--- config.mk ---
export PLATFORM = sky130hd
export DESIGN_NAME = fifo_flagged
export DESIGN_NICKNAME = d
export VERILOG_FILES = /design/src/rtl/fifo_flagged.sv
export SDC_FILE = /design/constraint.sdc
export NUM_CORES = 1
export LEC_CHECK = 0
export ABC_AREA = 1
export ABC_CLOCK_PERIOD_IN_PS = 3500
export BUFFER_PORTS_ARGS = -buffer_cell sky130_fd_sc_hd__clkbuf_2
export CAP_MARGIN = 5
export CORE_MARGIN = 1.5
export CORE_UTILIZATION = 37
export CTS_CLUSTER_SIZE = 28
export DETAILED_ROUTE_END_ITERATION = 7
export GPL_TIMING_DRIVEN = 0
export PLACE_DENSITY = 0.52
export SLEW_MARGIN = 40
export SYNTH_ARGS = -nofsm -noshare
export SYNTH_HDL_FRONTEND = slang
export SYNTH_SLANG_ARGS = --single-unit
--- constraint.sdc ---
create_clock -name clk -period 3.5 [get_ports clk]
set_input_delay 1.05 -clock clk [delete_from_list [all_inputs] [get_ports clk]]
set_output_delay 1.05 -clock clk [all_outputs]
set_load 0.02 [all_outputs]
--- src/rtl/fifo_flagged.sv ---
// Single-clock FIFO with occupancy count, programmable almost-full/almost-empty
// thresholds, sticky overflow/underflow flags, and an optional FWFT read port.
module fifo_flagged #(
  parameter int B         = 8,
  parameter int W         = 4,
  parameter int AF_THRESH = 2**W - 2,
  parameter int AE_THRESH = 1,
  parameter int FWFT      = 0
) (
  input  logic         clk,
  input  logic         reset,
  input  logic         wr,
  input  logic [B-1:0] w_data,
  input  logic         rd,
  output logic [B-1:0] r_data,
  input  logic         clr_err,
  output logic         full,
  output logic         empty,
  output logic         almost_full,
  output logic         almost_empty,
  output logic [W:0]   level,
  output logic         overflow,
  output logic         underflow
);
  localparam int DEPTH = 2**W;
  localparam logic [W:0] DEPTH_L = {1'b1, {W{1'b0}}};
  localparam logic [W:0] AF_T    = AF_THRESH[W:0];
  localparam logic [W:0] AE_T    = AE_THRESH[W:0];

  logic [B-1:0] mem [DEPTH];
  logic [W:0]   wr_ptr, rd_ptr;
  logic         rd_ok, wr_ok;

  // Flags decode only from registered pointers, never from this cycle's requests.
  assign level        = wr_ptr - rd_ptr;
  assign full         = (level == DEPTH_L);
  assign empty        = (level == '0);
  assign almost_full  = (level >= AF_T);
  assign almost_empty = (level <= AE_T);

  // A read frees a slot in the same edge, so a full FIFO still takes a write alongside it.
  assign rd_ok = rd && !empty;
  assign wr_ok = wr && (!full || rd_ok);

  always_ff @(posedge clk or negedge reset) begin
    if (!reset) begin
      wr_ptr <= '0;
      rd_ptr <= '0;
    end else begin
      if (wr_ok) wr_ptr <= wr_ptr + 1'b1;
      if (rd_ok) rd_ptr <= rd_ptr + 1'b1;
    end
  end

  always_ff @(posedge clk) begin
    if (wr_ok) mem[wr_ptr[W-1:0]] <= w_data;
  end

  always_ff @(posedge clk or negedge reset) begin
    if (!reset) begin
      overflow  <= 1'b0;
      underflow <= 1'b0;
    end else begin
      if (wr && full && !rd_ok) overflow <= 1'b1;
      else if (clr_err)         overflow <= 1'b0;
      if (rd && empty)          underflow <= 1'b1;
      else if (clr_err)         underflow <= 1'b0;
    end
  end

  generate
    if (FWFT != 0) begin : g_fwft
      // Head entry is shown directly; forced to zero while empty so reset reads as 0.
      assign r_data = empty ? '0 : mem[rd_ptr[W-1:0]];
    end else begin : g_std
      logic [B-1:0] r_q;
      always_ff @(posedge clk or negedge reset) begin
        if (!reset)     r_q <= '0;
        else if (rd_ok) r_q <= mem[rd_ptr[W-1:0]];
      end
      assign r_data = r_q;
    end
  endgenerate
endmodule
# ---- Yosys cells after proc, flatten, opt, wreduce, memory -nomap -nowiden
# Memories as Yosys holds them, arrays and structs flattened. A register that Yosys moved wholly into a read port is not among the register bits.
# Index checks and enable logic that the tools add are counted.
dict set report op_classes {
  addsub 3
  order_cmp 2
  n_eq_ne 1
  muxes 5
  reduce_logical 13
}
# cell n
set ops {}
lappend ops {{5-bit by 1-bit adder with 5-bit output (second input constant)} 2}
lappend ops {{5-bit == test (second input constant)} 1}
lappend ops {{5-bit by 4-bit >= comparator with 1-bit output (second input constant)} 1}
lappend ops {{5-bit by 1-bit less-or-equal comparator with 1-bit output (second input constant)} 1}
lappend ops {{1-bit logical AND} 5}
lappend ops {{5-bit zero test} 1}
lappend ops {{1-bit two-way mux} 5}
lappend ops {{5-bit subtractor} 1}
lappend ops {{1-bit zero test} 4}
lappend ops {{2-bit nonzero test} 2}
lappend ops {{1-bit logical OR} 1}
dict set report totals {
  reg_bits 12
  ram_bits 128
  inputBits 13
  out_inout_bits 19
  word_cells 29
  n_memories 1
}
# memory words width read_ports rd_ports_with_merged_regs wr line
set mem_list {}
lappend mem_list {mem 16 8 1 1 1 30} ;# logic [B-1:0] mem [DEPTH];

# ---- Longest topological paths before layout
# Gate-level depths: netlist of the first run.
dict set report depth {
  ltp_word 8
  ltp_mapped 14
  depth_no_buf 12
}

# ---- Worst setup path before layout of the first run
# No wires, ideal clock.
dict set report synth_timing {
  path_kind {reg2out}
  startpoint {register rd_ptr[1]}
  endpoint {output port empty}
  arrival_time_ns 2.121
  required_time_ns 2.450
  path_slack_ns 0.329
  stages_incl_launch_ff 13
  path_buffers 3
  cell_sequence {dfrtp_1 buf_2 clkinv_1 clkbuf_1 ha_1 nand3_1 nand2_1 nand2_1 nand3_1 nor2_1 nand2_1 buf_2 inv_1}
}
dict set report synth_via {
  elab_chain_cells 2
}
# item line
set synth_lines {}
lappend synth_lines {{from (decl)} 31} ;# logic [W:0] wr_ptr, rd_ptr;
lappend synth_lines {{from (signal assigned)} 51} ;# if (rd_ok) rd_ptr <= rd_ptr + 1'b1;
lappend synth_lines {{5-bit subtractor} 35} ;# assign level = wr_ptr - rd_ptr;
lappend synth_lines {{5-bit zero test} 37} ;# assign empty = (level == '0);
lappend synth_lines {{to (decl)} 18} ;# output logic empty,
# No other way between the ends.

# ---- Worst setup path in the final report of the first run
dict set report layout_timing {
  startpoint {register rd_ptr[0]}
  endpoint {output port almost_empty}
}
dict set report layout_via {
  elab_chain_cells 2
}
# item line
set layout_lines {}
lappend layout_lines {{5-bit subtractor} 35}
lappend layout_lines {{5-bit by 1-bit less-or-equal comparator with 1-bit output} 39} ;# assign almost_empty = (level <= AE_T);
lappend layout_lines {{to (decl)} 20} ;# output logic almost_empty,
# No other way between the ends.

==> results of run 1 <==
cell families after synthesis:
logic type | share of synthesized area
DFF | 0.681
AOI/OAI and AO/OA | 0.0653
adders and majority gates | 0.0208
and+or+nand+nor | 0.182
xor gates and xnor gates | 0.0137
buffers and inverters | 0.0372
per-layer routing:
| layer | track usage | routed length (um) | vias to the layer above |
|---|---|---|---|
| li1 | - | - | 2137 |
| met1 | 0.254 | 7250 | 2086 |
| met2 | 0.293 | 7500 | 102 |
| met3 | 0.0397 | 653 | 20 |
| met4 | 0.0723 | 303 | 0 |
| met5 | 0 | 0 | - |
worst paths after layout:
path                                endpoint  cells after the start  slack [ps]  startpoint
max in group asynchronous          rd_ptr[0]                      1        2490       reset
worst min register to register     r_data[0]                      2         480   r_data[0]
worst max-delay path            almost_empty                      6         110   rd_ptr[0]
worst min-delay path               r_data[0]                      2         480   r_data[0]
worst max register to register    mem[12][7]                     15         320   rd_ptr[1]
min in group asynchronous          r_data[5]                      1         610       reset
cell usage in the layout (no fill, tap or decap), drive strengths merged:
cell | synthesis | layout
ha | 9 | 9
inv | 25 | 26
nand2 | 111 | 111
dfrtp | 20 | 20
o22ai | 2 | 2
clkinv | 3 | 11
fa | 1 | 1
clkbuf | 17 | 64
buf | 12 | 21
nor2 | 141 | 141
a21oi | 2 | 2
xor2 | 5 | 5
o211ai | 8 | 8
nand3 | 40 | 40
nor3 | 2 | 2
xnor2 | 5 | 5
o21ai | 66 | 66
bufinv | 0 | 4
edfxtp | 128 | 128
metrics by stage:
stage                     total power [mW]  area [um2]
after floorplan                       4.10        6380
after global placement                4.96        6810
after detailed placement              4.99        6820
after CTS                             6.92        7470
after global routing                  7.45        7540
final                                 6.99        7540
state kept, by name (all words and copies together) (netlist names):
register and count:
r_data 8, wr_ptr 5, rd_ptr 5, overflow 1, underflow 1, mem 128
critical path, cell delays in order (launching register included):
cell,delay [ps]
dfrtp_2,490
ha_1,240
fa_1,440
o21ai_2,240
xor2_1,280
nor3_1,80
clkbuf_2,160
cell usage after synthesis, drive strengths merged:
library cell / number
nand3: 40
o21ai: 66
o211ai: 8
nor2: 141
clkbuf: 17
xor2: 5
xnor2: 5
inv: 25
ha: 9
nor3: 2
clkinv: 3
buf: 12
dfrtp: 20
edfxtp: 128
a21oi: 2
o22ai: 2
fa: 1
nand2: 111
area by class of cell:
cell class	instances	area share
Buffer	27	0.0186
Clock buffer	19	0.0574
Clock inverter	13	0.0216
Inverter	28	0.0153
Multi-Input combinational cell	392	0.246
Sequential cell	148	0.576
Tap cell	220	0.0365
Timing Repair Buffer	39	0.0285
report_power, final:
group	switching, mW	leakage [nW]	internal (mW)
Clock	0.667	0.292	1.18
Combinational	1.94	1.21	0.912
Sequential	0.122	1.41	2.17
repair_timing:
item                       CTS  global route
setup endpoints to repair   85             4
gates resized for setup     12            10
setup buffers                4             4
pin swaps                    1             1
==> flow_metrics.py, run 1 <==
metrics = {
    "floorplanning": {
        "dieArea_mm2": 0.0180,
        "start_util": 0.382,
        "coreArea_mm2": 0.0167,
        "num_io_pins": 32,
        "rows": 47,
        "die_w_um": 134,
        "dieHeight_um": 134,
    },
    "clock_network": {
        "cts_made_buffers": 17,
        "clk_latency_ps": 420,
        "path_clk_slew_ps": 60,
        "cts.sinks": 148,
        "postCtsHoldBufs": 0,
        "ctsRootBufferMaster": "clkbuf_16",
        "clock_path_buffers": 2,
        "htreeDepth": 4,
        "cts_tree": "done",
    },
    "synthesis": {
        "seq_area_frac_synth": 0.681,
        "yosys.area.top_type": "edfxtp_1",
        "syn_area_mm2": 0.00638,
        "synthDistinctLibCells": 25,
        "synth_nets": 620,
        "yosysTopAreaCellShare": 0.602,
        "syn_area_per_cell_um2": 10.7,
        "synth_cells": 597,
        "ys_ff_latch": 148,
        "yosysWarnings": 0,
        "yosys-top-cells-area": "edfxtp_1 (60%), nor2_1 (8.3%), dfrtp_1 (7.8%)",
    },
    "finish": {
        "fillers": 1607,
        "nets": 676,
        "postLayoutCoreUtil": 0.452,
        "final_cells": 886,
        "seqCellArea_mm2": 0.00435,
        "areaGrowthSynthToFinish_pct": 18.2,
        "antenna_cells": 0,
        "drive_above_1_share": 0.140,
        "multi_input_area_mm2": 0.00185,
    },
    "global_routing": {
        "grtUsageTotal": 0.186,
        "overflow": 0,
        "grt_max_degree": 21,
        "grt_pass1_wl_mm": 24.4,
        "antenna_found_initial": 0,
        "grt_pass1_vias": 4268,
    },
    "routing": {
        "route.final.wire_length_mm": 15.7,
        "drc_errors": 0,
        "vias": 4345,
        "wl_per_cell_um": 17.7,
        "drt_iter0_drc": 367,
        "ant_nets": 0,
        "first_pass_iters": 5,
        "vias_per_cell": 4.90,
    },
    "job": {
        "drv_cap": 0,
    },
    "timing": {
        "max_slew_margin": 0.470,
        "finalWorstSetupSlack_ps": 110,
        "hold_viol_final": 0,
        "fin_crit_ps": 3390,
        "holdWs_ps": 480,
        "setup_viol": 0,
        "max_freq_ghz": 0.295,
        "fin_setup_tns_ps": 0,
        "slew_violations": 0,
        "worst_slew_pin_slew_ps": 792,
        "clock_skew_ps": 6.36,
        "min_period_over_period": 0.968,
    },
    "power": {
        "p_per_area_mw_per_mm2": 927,
        "leakagePower_nw": 2.90,
        "worst_ir_drop_vdd_uv": 404,
    },
    "critical_path": {
        "critical_path_class": "reg -> out",
        "arrival_ps": 2340,
        "startpoint_type": "register",
        "cp_max_fo": 6,
        "cp.required_ps": 2450,
        "crit_path_end_kind": "primary output",
    },
    "placed_design": {
        "dp_hpwl_mm": 10.8,
        "place.gp.congestion": 0.848,
        "place_ws_ps": -397,
        "io_buffers": 31,
        "placed_cells": 848,
    },
    "status": {
        "status": "finished, final reports clean",
    },
    "hold_path": {
        "hold_path_class": "reg -> reg",
    },
}
Power figures use the tool's default switching activity.
==> run 2, diff against run 1 <==
BUFFER_PORTS_ARGS = default   (was -buffer_cell sky130_fd_sc_hd__clkbuf_2)
DONT_BUFFER_PORTS = 1   (was default)
MAX_ROUTING_LAYER = met4   (was default)
PLACE_DENSITY = 0.5   (was 0.52)
SKIP_CTS_REPAIR_TIMING = 1   (was default)
==> run 2 against run 1 <==
Global-route usage rose by 0.64 points. Flip-flop and latch count did not move. Largest power group unchanged. Clock power barely moved. Non-clock buffer count fell by 29. Clock skew barely moved. Final cell count fell by 3.2%. Critical path depth did not move. Die area did not move. First-iteration DRC count fell by 7.9%. Design area fell by 0.71%. Critical path type unchanged. Register-to-register slack barely moved.
==> flow_metrics.py, run 2 (synthesis gave the netlist of run 1 again) <==
metrics = {
    "global_routing": {
        "grt_pass1_vias": 4419,
        "antenna_found_initial": 0,
        "grt_pass1_wl_mm": 24.3,
        "grtUsageTotal": 0.193,
        "overflow": 0,
        "grt_max_degree": 21,
    },
    "finish": {
        "final_cell_mix": "nor2_1 (138), edfxtp_1 (128), nand2_1 (107)",
        "final_cells": 858,
        "fillers": 1569,
        "drive_above_1_share": 0.113,
        "areaGrowthSynthToFinish_pct": 17.3,
        "nets": 648,
        "largest_register_ffs": 128,
        "final_common_cell": "nor2_1",
        "design_area_mm2": 0.00749,
        "postLayoutCoreUtil": 0.448,
        "antenna_cells": 0,
    },
    "power": {
        "leakagePower_nw": 2.77,
        "p_per_area_mw_per_mm2": 944,
        "power_mw": 7.07,
        "worst_ir_drop_vdd_uv": 406,
    },
    "floorplanning": {
        "dieHeight_um": 134,
        "dieArea_mm2": 0.0180,
        "coreArea_mm2": 0.0167,
        "start_util": 0.382,
        "num_io_pins": 32,
        "rows": 47,
        "die_w_um": 134,
    },
    "clock_network": {
        "htreeDepth": 4,
        "clock_path_buffers": 2,
        "cts.sinks": 148,
        "ctsRootBufferMaster": "clkbuf_16",
        "path_clk_slew_ps": 60,
        "cts_tree": "done",
        "clk_latency_ps": 420,
        "cts_made_buffers": 17,
    },
    "placed_design": {
        "dp_hpwl_mm": 10.7,
        "place.gp.congestion": 0.889,
        "place_ws_ps": -341,
        "placed_cells": 817,
        "placed_cell_area_mm2": 0.00666,
        "io_buffers": 0,
    },
    "routing": {
        "vias": 4253,
        "drc_errors": 0,
        "wl_per_cell_um": 18.6,
        "ant_nets": 0,
        "route.final.wire_length_mm": 15.9,
        "drt_iter0_drc": 338,
        "first_pass_iters": 5,
        "vias_per_cell": 4.96,
    },
    "critical_path": {
        "critical_path_class": "reg -> out",
        "cp_max_fo": 6,
        "cp.required_ps": 2450,
        "startpoint_type": "register",
        "arrival_ps": 2370,
        "crit_path_end_kind": "primary output",
    },
    "timing": {
        "max_slew_margin": 0.468,
        "fin_setup_tns_ps": 0,
        "hold_viol_final": 0,
        "slew_violations": 0,
        "min_period_over_period": 0.977,
        "max_freq_ghz": 0.292,
        "holdWs_ps": 319,
        "worst_slew_pin_slew_ps": 795,
        "clock_skew_ps": 6.69,
        "fin_crit_ps": 3420,
        "finalWorstSetupSlack_ps": 80.6,
        "setup_viol": 0,
    },
    "job": {
        "drv_cap": 0,
    },
    "hold_path": {
        "hold_path_class": "in -> async",
    },
    "status": {
        "status": "finished, final reports clean",
    },
}
run 2: final cells by class:
type                    count  area (um2)  share of cell area
plain buffers              27         134              0.0179
clock buffers              20         437              0.0583
clock inverters            12         161              0.0216
inverters                  28         119              0.0159
multi-input cells         392        1940               0.259
flip-flops and latches    148        4350               0.580
well taps                 220         275              0.0368
repair buffers             10        75.1              0.0100
repair inverters            1        5.00            0.000668
run 2: where the power goes:
part / total [mW] / internal (mW) / switching [mW]
combinational: 2.82 / 0.881 / 1.94
sequential: 2.38 / 2.17 / 0.206
clock: 1.87 / 1.18 / 0.693
run 2: worst max-delay path: stages (launching register included):
cell and delay [ps]:
dfrtp_1 460, clkinvlp_4 230, ha_1 380, a21oi_2 200, o21ai_4 130, xnor2_4 320
nand2_1 230
run 2: final timing paths:
check / from / end / slack, ps / cells past startpoint
setup / recovery: rd_ptr[3] / almost_full / 80 / 6
hold / removal: reset / underflow / 320 / 0
setup reg to reg: rd_ptr[1] / mem[4][2] / 330 / 14
hold reg to reg: wr_ptr[4] / wr_ptr[4] / 540 / 2
max in group asynchronous: reset / rd_ptr[1] / 3100 / 0
min in group clk: wr_ptr[4] / wr_ptr[4] / 540 / 2
run 2: routing by layer:
metal | routed length, um | track usage | vias up | share of wire
met1 | 7160 | 0.236 | 2084 | 0.45
met2 | 7970 | 0.314 | 81 | 0.50
li1 | - | - | 2073 | -
met4 | 254 | 0.0579 | 0 | 0.016
met5 | 0 | - | - | 0
met3 | 555 | 0.0506 | 15 | 0.035
==> run 3, diff against run 2 <==
CORE_MARGIN = default   (was 1.5)
CTS_BUF_LIST = sky130_fd_sc_hd__clkbuf_16   (was default)
==> run 3 against run 2 <==
The run now ends with negative setup slack left. Via count decreased by 1.2%. Flip-flop and latch count unchanged. Clock-buffer cell count decreased by 3. Critical path depth increased by 1. Register-to-register slack improved by 90 ps. Sequential share of layout area increased by 1.4 points. Die area decreased by 1.5%. Total power decreased by 6.3%. First-iteration DRC count increased by 3.6%. Clock skew increased by 5.8 ps. Combinational power decreased by 11%. Largest cell class unchanged. Largest power group unchanged.
==> flow_metrics.py, run 3 (synthesis gave the netlist of run 1 again) <==
metrics = {
    "status": {
        "status": "finished with violations",
        "violations": "negative setup slack",
    },
    "finish": {
        "drive_above_1_share": 0.0948,
        "nets": 643,
        "design_area_mm2": 0.00732,
        "final_common_cell": "nor2_1",
        "largest_register_ffs": 128,
        "antenna_cells": 0,
        "postLayoutCoreUtil": 0.438,
        "areaGrowthSynthToFinish_pct": 14.6,
        "final_cell_mix": "nor2_1 (140), edfxtp_1 (128), nand2_1 (109)",
    },
    "clock_network": {
        "clock_path_buffers": 2,
        "cts.sinks": 148,
        "cts_made_buffers": 17,
        "path_clk_slew_ps": 60,
        "htreeDepth": 4,
        "cts_tree": "done",
        "clk_latency_ps": 430,
        "ctsRootBufferMaster": "clkbuf_16",
    },
    "critical_path": {
        "arrival_ps": 2470,
        "cpMaxStageDelayCell": "dfrtp_2",
        "max_stage_delay_ps": 470,
        "critical_path_class": "reg -> out",
        "reg2reg_depth": 8,
        "crit_path_end_kind": "primary output",
        "cp_max_fo": 15,
        "cp_cell_sequence": "ha_1, fa_1, xor2_1, nand3_1, nor2_2, nand2_4, inv_2",
        "cpLargestDelayFamily": "adder cells",
        "cp_num_buf_inv": 1,
        "worstReg2RegStart": "rd_ptr[0]",
        "rr_endpoint": "mem[4][5]",
        "rrSetupSlack_ps": 420,
        "cp.required_ps": 2450,
        "startpoint_type": "register",
    },
    "routing": {
        "vias_per_cell": 4.92,
        "vias": 4200,
        "drc_errors": 0,
        "wl_per_cell_um": 17.7,
        "route.final.wire_length_mm": 15.1,
        "drt_iter0_drc": 350,
        "ant_nets": 0,
        "first_pass_iters": 5,
    },
    "floorplanning": {
        "die_w_um": 133,
        "dieArea_mm2": 0.0178,
        "rows": 47,
        "coreArea_mm2": 0.0167,
        "dieHeight_um": 133,
        "start_util": 0.382,
        "num_io_pins": 32,
    },
    "placed_design": {
        "placed_cell_area_mm2": 0.00666,
        "io_buffers": 0,
        "place.gp.congestion": 0.874,
        "dp_hpwl_mm": 10.6,
    },
    "power": {
        "p_clk_frac": 0.265,
        "switchingPower_mw": 2.65,
        "intPower_mw": 3.97,
        "seqPwrFrac": 0.358,
        "leakagePower_nw": 2.72,
        "worst_ir_drop_vdd_uv": 425,
        "switching_share": 0.400,
        "p_per_area_mw_per_mm2": 905,
        "combinationalPowerShare": 0.377,
    },
    "timing": {
        "fin_crit_ps": 3520,
        "setup_viol": 1,
        "worst_slew_pin_slew_ps": 793,
        "slew_violations": 0,
        "clock_skew_ps": 12.5,
        "min_period_over_period": 1.01,
        "rsz0062_at_grt": "true",
        "max_slew_margin": 0.470,
        "finalWorstSetupSlack_ps": -18.9,
        "max_freq_ghz": 0.284,
        "hold_viol_final": 0,
    },
    "global_routing": {
        "grt_pass1_wl_mm": 23.6,
        "grtUsageTotal": 0.188,
        "overflow": 0,
        "grt_max_degree": 21,
        "antenna_found_initial": 0,
        "grt_pass1_vias": 4227,
    },
    "job": {
        "drv_cap": 0,
    },
    "hold_path": {
        "hold_path_class": "in -> async",
    },
}
[run 3: cell types whose count changed in the layout (fill, tap and decap cells not counted), moves of 2 or more]
cell | before | now
nand3_1 | 37 | 39
nand2_1 | 107 | 109
a21oi_1 | 0 | 2
buf_4 | 13 | 10
nor2_1 | 138 | 140
a21oi_2 | 2 | 0
nor3_4 | 2 | 0
clkbuf_1 | 18 | 15
bufinv_16 | 4 | 2
clkinv_4 | 0 | 2
nor3_2 | 0 | 2
nand2_2 | 3 | 1
clkinvlp_4 | 5 | 7
[run 3: layout make-up]
class | instances | area [um2]
Fill cell | 1642 | 9390
Sequential cell | 148 | 4350
Multi-Input combinational cell | 392 | 1840
Clock buffer | 17 | 425
Tap cell | 220 | 275
Clock inverter | 15 | 141
Buffer | 26 | 123
Inverter | 28 | 116
Timing Repair Buffer | 7 | 52.6
[run 3: worst reg2reg max path, stage by stage (launching register included)]
cell and delay, ps:
dfrtp_2 470, ha_1 230, fa_1 420, o21ai_2 260, xor2_2 200, nand3_2 210, nand2_2 110, buf_4 190
nor2_1 610
[run 3: worst max-delay path by stage]
stage / startpoint / end / cells after the start / slack [ps]
after floorplan: rd_ptr[1] / empty / 12 / 330
after global placement: rd_ptr[1] / empty / 12 / -290
after detailed placement: rd_ptr[1] / empty / 12 / -270
after CTS: rd_ptr[1] / empty / 12 / -770
after global routing: wr_ptr[0] / empty / 8 / -130
final: rd_ptr[0] / empty / 7 / -20
[run 3: power by group through the flow]
| stage | sequential, mW | combinational (mW) | clock [mW] |
|---|---|---|---|
| 2_1_floorplan | 2.36 | 1.73 | 0 |
| 3_3_place_gp | 2.40 | 2.34 | 0 |
| 3_5_place_dp | 2.40 | 2.36 | 0 |
| 4_1_cts | 2.37 | 2.37 | 1.77 |
| 5_1_grt | 2.40 | 2.81 | 1.83 |
| 6_report | 2.37 | 2.50 | 1.75 |
[run 3: metal layers]
metal	global-route usage	wire length, um	vias up
met5	-	0	-
met4	0.0682	254	0
met3	0.0369	603	20
met2	0.308	7540	72
met1	0.232	6680	2040
li1	-	-	2068
[run 3: stage by stage]
step,std cells,TNS [ps],hold WS (ps),total power [mW],setup slack (ps)
final,853,-18.9,308,6.62,-18.9
after global routing,853,-129,293,7.04,-129
after CTS,849,-3810,294,6.51,-768
after detailed placement,817,-1100,505,4.76,-272
after global placement,817,-1270,494,4.74,-293
after floorplan,597,0,463,4.10,329
